**src/rtl/lsu_store_buffer_pkg.sv**
```systemverilog
// lsu_pkg: shared types, funct3 codes and helpers for the store-buffered load/store unit
package lsu_pkg;
  typedef enum logic [2:0] {
    BYTE              = 3'b000,
    HALFWORD          = 3'b001,
    WORD              = 3'b010,
    BYTE_UNSIGNED     = 3'b011,
    HALFWORD_UNSIGNED = 3'b100
  } mem_acc_mode_e;
  localparam logic [2:0] F3_B  = 3'b000;
  localparam logic [2:0] F3_H  = 3'b001;
  localparam logic [2:0] F3_W  = 3'b010;
  localparam logic [2:0] F3_BU = 3'b100;
  localparam logic [2:0] F3_HU = 3'b101;
  typedef enum logic [1:0] {
    EXC_LD_MISALIGN = 2'd0,
    EXC_ST_MISALIGN = 2'd1,
    EXC_ILLEGAL     = 2'd2
  } exc_cause_e;
  // widest address a buffered store can hold
  localparam int SB_ADDR_W = 32;
  typedef struct packed {
    logic [SB_ADDR_W-1:0] addr;
    mem_acc_mode_e        mode;
    logic [31:0]          wdata;
  } sb_entry_t;
  // log2 of the access size in bytes
  function automatic logic [1:0] mode_size(input mem_acc_mode_e m);
    return (m == WORD) ? 2'd2 : (m == HALFWORD || m == HALFWORD_UNSIGNED) ? 2'd1 : 2'd0;
  endfunction
  // sign/zero extension of right-aligned data, matching what the memory returns
  function automatic logic [31:0] ext_load(input logic [31:0] d, input mem_acc_mode_e m);
    return m == BYTE ? {{24{d[7]}}, d[7:0]} :
           m == HALFWORD ? {{16{d[15]}}, d[15:0]} :
           m == BYTE_UNSIGNED ? {24'd0, d[7:0]} :
           m == HALFWORD_UNSIGNED ? {16'd0, d[15:0]} : d;
  endfunction
endpackage

```
**src/rtl/lsu_store_buffer_sb_fifo.sv**
```systemverilog
// lsu_sb_fifo: store-buffer FIFO exposing every entry oldest-first with valid bits
module lsu_sb_fifo
  import lsu_pkg::*;
#(
  parameter int DEPTH = 2
) (
  input  logic       clk,
  input  logic       rst,
  input  logic       push,
  input  sb_entry_t  din,
  input  logic       pop,
  output logic       full,
  output logic       empty,
  output sb_entry_t  ent [DEPTH],
  output logic [DEPTH-1:0] vld
);
  localparam int PW = $clog2(DEPTH);
  sb_entry_t mem [DEPTH];
  logic [PW-1:0] rd_ptr, wr_ptr;
  logic [PW:0] count;
  assign full = count == (PW+1)'(DEPTH);
  assign empty = count == '0;
  for (genvar i = 0; i < DEPTH; i++) begin : g_ent
    assign ent[i] = mem[rd_ptr + PW'(i)];
    assign vld[i] = (PW+1)'(i) < count;
  end
  // pointers wrap on their own because DEPTH is a power of two
  always_ff @(posedge clk) begin
    if (rst) begin
      rd_ptr <= '0;
      wr_ptr <= '0;
      count <= '0;
    end else begin
      if (push) begin
        mem[wr_ptr] <= din;
        wr_ptr <= wr_ptr + 1'b1;
      end
      if (pop) rd_ptr <= rd_ptr + 1'b1;
      count <= count + (PW+1)'(push) - (PW+1)'(pop);
    end
  end
endmodule

```
**src/rtl/lsu_store_buffer.sv**
```systemverilog
// lsu_store_buffer: RISC-V load/store unit with a store buffer draining into a single-port memory
// Define LSU_STORE_FWD_EN to answer exact addr/width matches from the youngest buffered store.
module lsu_store_buffer
  import lsu_pkg::*;
#(
  parameter int SB_DEPTH = 2,
  parameter int ADDR_W   = 32
) (
  input  logic              clk,
  input  logic              rst,
  input  logic              req_valid,
  output logic              req_ready,
  input  logic              req_is_load,
  input  logic              req_is_store,
  input  logic [2:0]        req_funct3,
  input  logic [ADDR_W-1:0] req_addr,
  input  logic [31:0]       req_wdata,
  output logic              resp_valid,
  output logic [31:0]       resp_rdata,
  output logic              exc_valid,
  output logic [1:0]        exc_cause,
  output logic [ADDR_W-1:0] exc_addr,
  output logic              dm_rd_en,
  output logic              dm_wr_en,
  output logic [ADDR_W-1:0] dm_addr,
  output logic [2:0]        dm_mem_acc_mode,
  output logic [31:0]       dm_wdata,
  input  logic [31:0]       dm_rdata
);
`ifdef LSU_STORE_FWD_EN
  localparam bit FWD_EN = 1'b1;
`else
  localparam bit FWD_EN = 1'b0;
`endif
  sb_entry_t ent [SB_DEPTH];
  sb_entry_t head, fwd_ent, push_ent;
  logic [SB_DEPTH-1:0] vld;
  mem_acc_mode_e mode;
  logic full, empty, is_ld, is_st, f3_ok, illegal, misaligned, exc;
  logic legal_ld, legal_st, hazard, fwd, fire, ld_fire, ld_mem, pop;
  assign is_ld = req_is_load && !req_is_store;
  assign is_st = req_is_store && !req_is_load;
  // funct3 to memory access mode; undefined codes are caught by f3_ok
  always_comb begin
    case (req_funct3)
      F3_H:    mode = HALFWORD;
      F3_W:    mode = WORD;
      F3_BU:   mode = BYTE_UNSIGNED;
      F3_HU:   mode = HALFWORD_UNSIGNED;
      default: mode = BYTE;
    endcase
  end
  assign f3_ok = is_ld ? req_funct3 inside {F3_B, F3_H, F3_W, F3_BU, F3_HU} : req_funct3 inside {F3_B, F3_H, F3_W};
  assign illegal = (req_is_load && req_is_store) || ((is_ld || is_st) && !f3_ok);
  assign misaligned = !illegal && (is_ld || is_st) &&
                      ((mode_size(mode) == 2'd1 && req_addr[0]) || (mode_size(mode) == 2'd2 && req_addr[1:0] != 2'b00));
  assign exc = illegal || misaligned;
  assign legal_ld = is_ld && !exc;
  assign legal_st = is_st && !exc;
  // word-granular conflict scan; the last match in age order is the youngest store
  always_comb begin
    hazard = 1'b0;
    fwd_ent = ent[0];
    for (int i = 0; i < SB_DEPTH; i++)
      if (vld[i] && ent[i].addr[ADDR_W-1:2] == req_addr[ADDR_W-1:2]) begin
        hazard = 1'b1;
        fwd_ent = ent[i];
      end
  end
  assign fwd = FWD_EN && hazard && fwd_ent.addr == SB_ADDR_W'(req_addr) && mode_size(fwd_ent.mode) == mode_size(mode);
  assign req_ready = !rst && ((exc || !(is_ld || is_st)) ? 1'b1 : is_st ? !full : !full && (!hazard || fwd));
  assign fire = req_valid && req_ready;
  assign ld_fire = fire && legal_ld;
  assign ld_mem = ld_fire && !fwd;
  assign pop = !rst && !ld_mem && !empty;
  assign head = ent[0];
  assign push_ent = '{addr: SB_ADDR_W'(req_addr), mode: mode, wdata: req_wdata};
  assign dm_rd_en = ld_mem;
  assign dm_wr_en = pop;
  assign dm_addr = ld_mem ? req_addr : ADDR_W'(head.addr);
  assign dm_mem_acc_mode = ld_mem ? mode : head.mode;
  assign dm_wdata = head.wdata;
  lsu_sb_fifo #(.DEPTH(SB_DEPTH)) u_fifo (
    .clk(clk), .rst(rst), .push(fire && legal_st), .din(push_ent), .pop(pop),
    .full(full), .empty(empty), .ent(ent), .vld(vld)
  );
  // load data and exception pulses land the cycle after the request fires
  always_ff @(posedge clk) begin
    if (rst) begin
      resp_valid <= 1'b0;
      resp_rdata <= '0;
      exc_valid <= 1'b0;
      exc_cause <= '0;
      exc_addr <= '0;
    end else begin
      resp_valid <= ld_fire;
      exc_valid <= fire && exc;
      if (ld_fire) resp_rdata <= fwd ? ext_load(fwd_ent.wdata, mode) : dm_rdata;
      if (fire && exc) begin
        exc_cause <= illegal ? EXC_ILLEGAL : is_ld ? EXC_LD_MISALIGN : EXC_ST_MISALIGN;
        exc_addr <= req_addr;
      end
    end
  end
endmodule

```
**config.mk**
```make
export PLATFORM = sky130hd
export DESIGN_NAME = lsu_store_buffer
export DESIGN_NICKNAME = d
export VERILOG_FILES = /design/src/rtl/lsu_store_buffer_pkg.sv /design/src/rtl/lsu_store_buffer_sb_fifo.sv /design/src/rtl/lsu_store_buffer.sv
export SDC_FILE = /design/constraint.sdc
export NUM_CORES = 1
export LEC_CHECK = 0
export ABC_AREA = 1
export CORE_MARGIN = 2
export CORE_UTILIZATION = 51
export CTS_BUF_LIST = sky130_fd_sc_hd__clkbuf_4
export DETAILED_ROUTE_END_ITERATION = 16
export MAX_ROUTING_LAYER = met4
export PLACE_DENSITY_LB_ADDON = 0.2
export RECOVER_POWER = 100
export SLEW_MARGIN = 20
export SYNTH_ARGS = -nofsm -noshare
export SYNTH_HDL_FRONTEND = slang
export SYNTH_SLANG_ARGS = --single-unit
```
**constraint.sdc**
```tcl
create_clock -name clk -period 6.4 [get_ports clk]
set_input_delay 1.28 -clock clk [delete_from_list [all_inputs] [get_ports clk]]
set_output_delay 1.28 -clock clk [all_outputs]
set_load 0.005 [all_outputs]
```
* Yosys cells after proc, flatten, opt, wreduce, memory -nomap -nowiden
Memory sizes are Yosys's and may differ from the RTL's. A register that Yosys moved wholly into a read port is not among the register bits.
Cells that the tools add are included.
** Word-level totals
- Register bits after elaboration :: 72
- Memory bits (writable) :: 134
- Input port bits :: 104
- Output and inout bits :: 138
- Logic and storage cells :: 86
- Memories kept :: 1
** Cells by class
- Add/subtract/negate cells :: 4
- $lt $le $gt $ge :: 2
- Eq/ne operators :: 12
- Multiplexer cells :: 17
- Reductions and logical operators :: 42
** Memory list
- u_fifo.mem :: words 2, width 67, rd ports 2, clocked after Yosys merged registers in 1, wr ports 1, line lsu_store_buffer_sb_fifo.sv:18 : sb_entry_t mem [DEPTH];
** Operator list (count)
- == test 30 bit :: 2
- 2-to-1 mux 32 bit :: 1
- logical AND 1 bit :: 20
- 2-to-1 mux 1 bit :: 12
- case mux 3 bit (4 select lines) :: 1
- logical NOT 1 bit :: 11
- == test 3 bit, second input constant :: 3
- == test 3 x 1 -> 1 bit, second input constant :: 2
- == test 3 x 2 -> 1 bit, second input constant :: 2
- logical OR 1 bit :: 6
- nonzero test 5 bit :: 1
- == test 2 bit, second input constant :: 2
- less-than comparator 1 x 2 -> 1 bit, first input constant :: 2
- 2-to-1 mux 2 bit :: 2
- logical NOT 3 bit :: 1
- 2-to-1 mux 3 bit :: 1
- nonzero test 3 bit :: 1
- adder 1 bit, second input constant :: 2
- adder 2 x 1 -> 2 bit :: 1
- == test 2 x 1 -> 1 bit, second input constant :: 1
- logical NOT 2 bit :: 1
- nonzero test 2 bit :: 1
- subtractor 2 x 1 -> 2 bit :: 1

* Logic depth before layout (Yosys ltp)
- Word-level depth :: 21
- Mapped depth :: 27
- Gate-level depth less buffers :: 24

* By module
A second synthesis with hierarchy kept.
** Second synthesis, totals
- Cell total of the unflattened synthesis :: 1290
- Area, all modules :: 10237.3 um^2
** Modules (own cells, without submodules)
- lsu_sb_fifo :: instances 1, cells each 533, area each 5923.2 um^2, seq. area each 4124.0 um^2
- lsu_store_buffer :: instances 1, cells each 757, area each 4314.1 um^2, seq. area each 1361.3 um^2

* Worst setup path before layout
Ideal clock, no wire load.
- Kind :: input to register
- Start point :: input req_is_load
- End point :: memory u_fifo.mem[1][0] (netlist name) (enable)
- Setup time :: 0.494 ns
- Arrival :: 5.139 ns
- Data required time :: 5.906 ns
- Slack :: 0.767 ns
- Stages on the path :: 10
- Path buffers :: 0
- Cell sequence :: inv_1 ha_1 inv_1 a31oi_1 inv_1 a21oi_1 inv_1 nor2_1 nand4_1 nor2_1
** Between the ends
- Longest elaborated chain between the ends :: 17
- Elaborated cells between the ends (all ways) :: 25
- Classes of those cells :: mux: 6; reduce/logical: 19
** RTL lines
- start: declaration :: line lsu_store_buffer.sv:13 : input logic req_is_load,
- logical AND 1 bit / logical NOT 1 bit (equally long branches) :: line lsu_store_buffer.sv:41, lsu_store_buffer.sv:42
- 2-to-1 mux 1 bit / logical AND 1 bit (equally long branches) :: line lsu_store_buffer.sv:53, lsu_store_buffer.sv:42
- logical NOT 1 bit / logical OR 1 bit (equally long branches) :: line lsu_store_buffer.sv:54, lsu_store_buffer.sv:55, lsu_store_buffer.sv:71
- logical AND 1 bit :: line lsu_store_buffer.sv:54 : assign illegal = (req_is_load && req_is_store) || ((is_ld || is_st) && !f3_ok);
- logical OR 1 bit :: line lsu_store_buffer.sv:54
- logical NOT 1 bit :: line lsu_store_buffer.sv:55 : assign misaligned = !illegal && (is_ld || is_st) &&
- logical AND 1 bit (2 in a row) :: line lsu_store_buffer.sv:55
- logical OR 1 bit :: line lsu_store_buffer.sv:57 : assign exc = illegal || misaligned;
- logical OR 1 bit :: line lsu_store_buffer.sv:71 : assign req_ready = !rst && ((exc || !(is_ld || is_st)) ? 1'b1 : is_st ? !full : !full && (!hazard || fwd));
- 2-to-1 mux 1 bit :: line lsu_store_buffer.sv:71
- logical AND 1 bit :: line lsu_store_buffer.sv:71
- logical AND 1 bit :: line lsu_store_buffer.sv:72 : assign fire = req_valid && req_ready;
- logical AND 1 bit * :: line lsu_store_buffer.sv:84 : .clk(clk), .rst(rst), .push(fire && legal_st), .din(push_ent), .pop(pop),
- 2-to-1 mux 1 bit * :: line lsu_store_buffer_sb_fifo.sv:34 : if (push) begin
- 2-to-1 mux 1 bit * :: line lsu_store_buffer_sb_fifo.sv:29 : if (rst) begin
- 2-to-1 mux 1 bit (implied by the code) * :: line lsu_store_buffer_sb_fifo.sv:35 : mem[wr_ptr] <= din;
- end: declaration :: line lsu_store_buffer_sb_fifo.sv:18
Mark *: on every way between the ends. The rest lies on a longest branch, timed or not.

* Final worst setup path
- Start point :: input req_addr[19]
- End point :: output dm_addr[2]
** Between the ends
- Longest elaborated chain between the ends :: 12
- Elaborated cells between the ends (all ways) :: 14
- Classes of those cells :: eq/ne: 2; mux: 5; reduce/logical: 7
** RTL lines
- start: declaration :: line lsu_store_buffer.sv:16 : input logic [ADDR_W-1:0] req_addr,
- == test 30 bit :: line lsu_store_buffer.sv:65 : if (vld[i] && ent[i].addr[ADDR_W-1:2] == req_addr[ADDR_W-1:2]) begin
- logical AND 1 bit :: line lsu_store_buffer.sv:65
- 2-to-1 mux 1 bit :: line lsu_store_buffer.sv:65
- 2-to-1 mux 1 bit * :: line lsu_store_buffer.sv:65
- logical NOT 1 bit * :: line lsu_store_buffer.sv:71
- logical AND 1 bit * :: line lsu_store_buffer.sv:71
- 2-to-1 mux 1 bit * (2 in a row) :: line lsu_store_buffer.sv:71
- logical AND 1 bit * :: line lsu_store_buffer.sv:71
- logical AND 1 bit * :: line lsu_store_buffer.sv:72
- logical AND 1 bit * :: line lsu_store_buffer.sv:73 : assign ld_fire = fire && legal_ld;
- 2-to-1 mux 32 bit * :: line lsu_store_buffer.sv:80 : assign dm_addr = ld_mem ? req_addr : ADDR_W'(head.addr);
- end: declaration :: line lsu_store_buffer.sv:25 : output logic [ADDR_W-1:0] dm_addr,
Marked as above.

==> results.toml <==
[status]
status = "finished, violations left"
failed_checks = "capacitance limit, slew limit"

[timing]
worst-slew-pin-transition_ns = 1.64
postLayoutSetupSlackWorst_ns = 0.534
fin_setup_tns_ns = 0
layout_worst_path_cycle_share_pct = 91.6
maxClockFrequency_ghz = 0.170
final_worst_path_period_need_ns = 5.87
finalSetupViolations = 0
hold_viol = 0
fin_worst_skew_ns = 0.0459
drv_slew = 73
grt_setup_unrepaired = "no"
timing.max_slew.rel_slack_pct = -9.56

[clocking]
cts-buffers-inserted = 55
max-clock-path-buffers = 3
root_buffer = "sky130_fd_sc_hd__clkbuf_4"
clock_latency_ns = 0.67
cts_setup_buffers = 0
clkSinkCount = 207
post_cts_hold_buffer_count = 0
post_cts.resized_instances = 0
cts.clk_slew.worst_paths_ns = 0.07
tritoncts = "done"
htree_num_levels = 2

[placement]
dpl_worst_slack_ns = 0.711
placed_area_mm2 = 0.0123
dpl.hpwl_um = 17700
gpl.final_weighted_congestion = 0.876
buffer_ports.inserted = 241

[worst_hold_path]
hold_path_end = "resp_rdata[3]"
min_path_cells = 2
hp-start = "resp_rdata[3]"
worst_hold_path_type = "reg2reg"

[die]
dieHeight_um = 142
die_x_um = 142
dieArea_mm2 = 0.0202
initial_core_util_pct = 52.0
ioPinCount = 242
row_count = 50
design.core.area_mm2 = 0.0187

[power]
cellLeakagePower_nw = 6.26
power.share.combinational_pct = 33.6
power.share.sequential_pct = 37.4
pwr-share-clk_pct = 29.0
intPower_mw = 2.63
switching_power_summed_over_all_nets_mw = 1.36
pwr_density_cell_mw_per_mm2 = 308
power.ir.vdd_worst_v = 0.000205
power_switching_share_pct = 34.0

[layout]
area_delta_synth_final_pct = 33.3
finish.instance_area_mm2 = 0.0130
drive_above_1_share_pct = 7.17
fin_nets = 1598

[setup_path]
crit_path_start = "req_addr[19]"
critical_path.endpoint_type = "output port"
crit_type = "in2out"
flop_to_flop_setup_slack_ns = 1.12
crit-reg2reg-capture = "u_fifo.mem[0][3]"
largest_driver_fanout_on_the_critical_path = 34
critical_path_arrival_ns = 4.59
worstSetupStartpointType = "input port"
worst-r2r-cell-count = 18
cp.required_ns = 5.12

[route]
post_drt_wl_per_cell_um = 14.8
drt-total-wl_um = 26200
remaining_drc_errors = 0
antenna_violation_net_count_after_detailed_routing = 0
drtIter0Drc = 670
drt-vias-per-instance = 5.02
routed-via-count = 8885
first_pass_iters = 5

[global_route]
grt_max_degree = 71
grt_pass1_vias = 8605
grt_first_pass_wirelength_um = 41500
number_of_antenna_violations_at_the_first_check_in_global_routing = 2
grt_overflow_total = 0
global_route.usage.total_pct = 26.7

[synthesis]
netlist.area_leader.share_pct = 41.4
synth.ff_latch_count = 207
synthCells = 1229
post-synth-top-area-cell = "sky130_fd_sc_hd__edfxtp_1"
synth_cell_types = 27
yosysWarnings = 0
mappedNetlistArea_mm2 = 0.00973
synthesized_area_per_cell_um2 = 7.91
synth_fp_nets = 1338
synth.top_cells.by_area = "sky130_fd_sc_hd__edfxtp_1, sky130_fd_sc_hd__nand2_1, sky130_fd_sc_hd__dfxtp_1"
ys_seq_area_share_pct = 56.4

[flow_run]
maxCapViolCount = 2
==> per-layer routing <==
| layer | wire length [µm] | vias up | global-route usage [%] |
|---|---|---|---|
| li1 | - | 4442 | - |
| met1 | 10600 | 3995 | 32.0 |
| met2 | 12300 | 392 | 43.1 |
| met3 | 2650 | 56 | 7.13 |
| met4 | 673 | 0 | 11.1 |
| met5 | 0 | - | - |
==> critical path, cell delays in order <==
cell and delay (ns):
sky130_fd_sc_hd__dlygate4sd3_1 0.68, sky130_fd_sc_hd__nand3_1 0.22, sky130_fd_sc_hd__nand2_1 0.11, sky130_fd_sc_hd__nor2_1 0.05, sky130_fd_sc_hd__nand2_1 0.05, sky130_fd_sc_hd__inv_1 0.04
sky130_fd_sc_hd__nand2_1 0.07, sky130_fd_sc_hd__nor2_1 0.04, sky130_fd_sc_hd__nand2_1 0.05, sky130_fd_sc_hd__nand2_1 0.11, sky130_fd_sc_hd__nand2_1 0.08, sky130_fd_sc_hd__nand2_1 0.07
sky130_fd_sc_hd__nand2_1 0.17, sky130_fd_sc_hd__nand4_4 0.29, sky130_fd_sc_hd__buf_12 0.27, sky130_fd_sc_hd__o21ai_0 0.31, sky130_fd_sc_hd__dlygate4sd3_1 0.68
==> kinds of logic after synthesis <==
kind of cell    share of synthesized area [%]
fa+ha+maj                               0.643
flops                                    56.4
compound gates                           2.51
buf+inv                                  7.36
xor+xnor                                0.270
simple gates                             32.8
==> state kept, by name, summed over array words and instances (netlist names), 2 cells and up, named ones only <==
name / cells
exc_cause: 2
exc_addr: 32
u_fifo.count: 2
resp_rdata: 32
u_fifo.mem: 134
==> per-stage QoR <==
step | utilization, % | cells | power [mW] | hold WS, ns
2_1_floorplan | - | 1229 | 2.28 | 0.450
3_3_place_gp | 65.7 | 1666 | 2.92 | 0.451
3_5_place_dp | 65.7 | 1666 | 2.94 | 0.457
4_1_cts | 69.6 | 1768 | 4.11 | 0.466
5_1_grt | 69.3 | 1770 | 4.25 | 0.481
6_report | 69.3 | 1770 | 3.99 | 0.460
==> layout by cell type (no fill, tap or decap), drive strengths merged <==
cell type / instances
nand2: 583
dlygate4sd3: 195
edfxtp: 134
inv: 114
nor2: 104
nand3: 101
clkbuf: 93
dfxtp: 73
clkdlybuf4s50: 46
o21ai: 36
clkinv: 17
nand4: 10
or2: 5
ha: 5
buf: 5
a21oi: 4
o211ai: 4
xor2: 3
diode: 2
a31oi: 1
o21bai: 1
==> cells in the mapped netlist, drive strengths merged <==
cell / n
nand4: 10
or2: 5
buf: 33
o211ai: 4
clkinv: 2
inv: 114
a21oi: 4
dfxtp: 73
xor2: 3
nor2: 104
o21bai: 1
a31oi: 1
clkbuf: 16
nand3: 101
nand2: 583
o21ai: 36
ha: 5
edfxtp: 134
==> layout make-up <==
class                   count  area [µm²]
clock buffers              87         653
repair buffers            252        2490
clock inverters            15        65.1
well taps                 234         293
fillers                  1565        5740
inverters                 116         438
diodes                      2        5.00
flip-flops and latches    207        5490
multi-input cells         857        3540
==> power groups by stage <==
| stage | Combinational [mW] | Sequential, mW | Clock (mW) |
|---|---|---|---|
| 2_1_floorplan | 0.770 | 1.51 | 0 |
| 3_3_place_gp | 1.40 | 1.52 | 0 |
| 3_5_place_dp | 1.42 | 1.52 | 0 |
| 4_1_cts | 1.42 | 1.49 | 1.19 |
| 5_1_grt | 1.50 | 1.50 | 1.26 |
| 6_report | 1.34 | 1.49 | 1.16 |
==> worst max path at each step <==
stage               slack, ns  cells after the start                to
global route             0.25                     19       dm_addr[30]
detailed placement       0.71                     13        dm_addr[2]
CTS                      0.68                     13        dm_addr[2]
global placement         0.76                     17        dm_addr[2]
floorplan                0.77                     10  u_fifo.mem[1][0]
finish                   0.53                     17        dm_addr[2]
(Power assumes the default switching activity.)
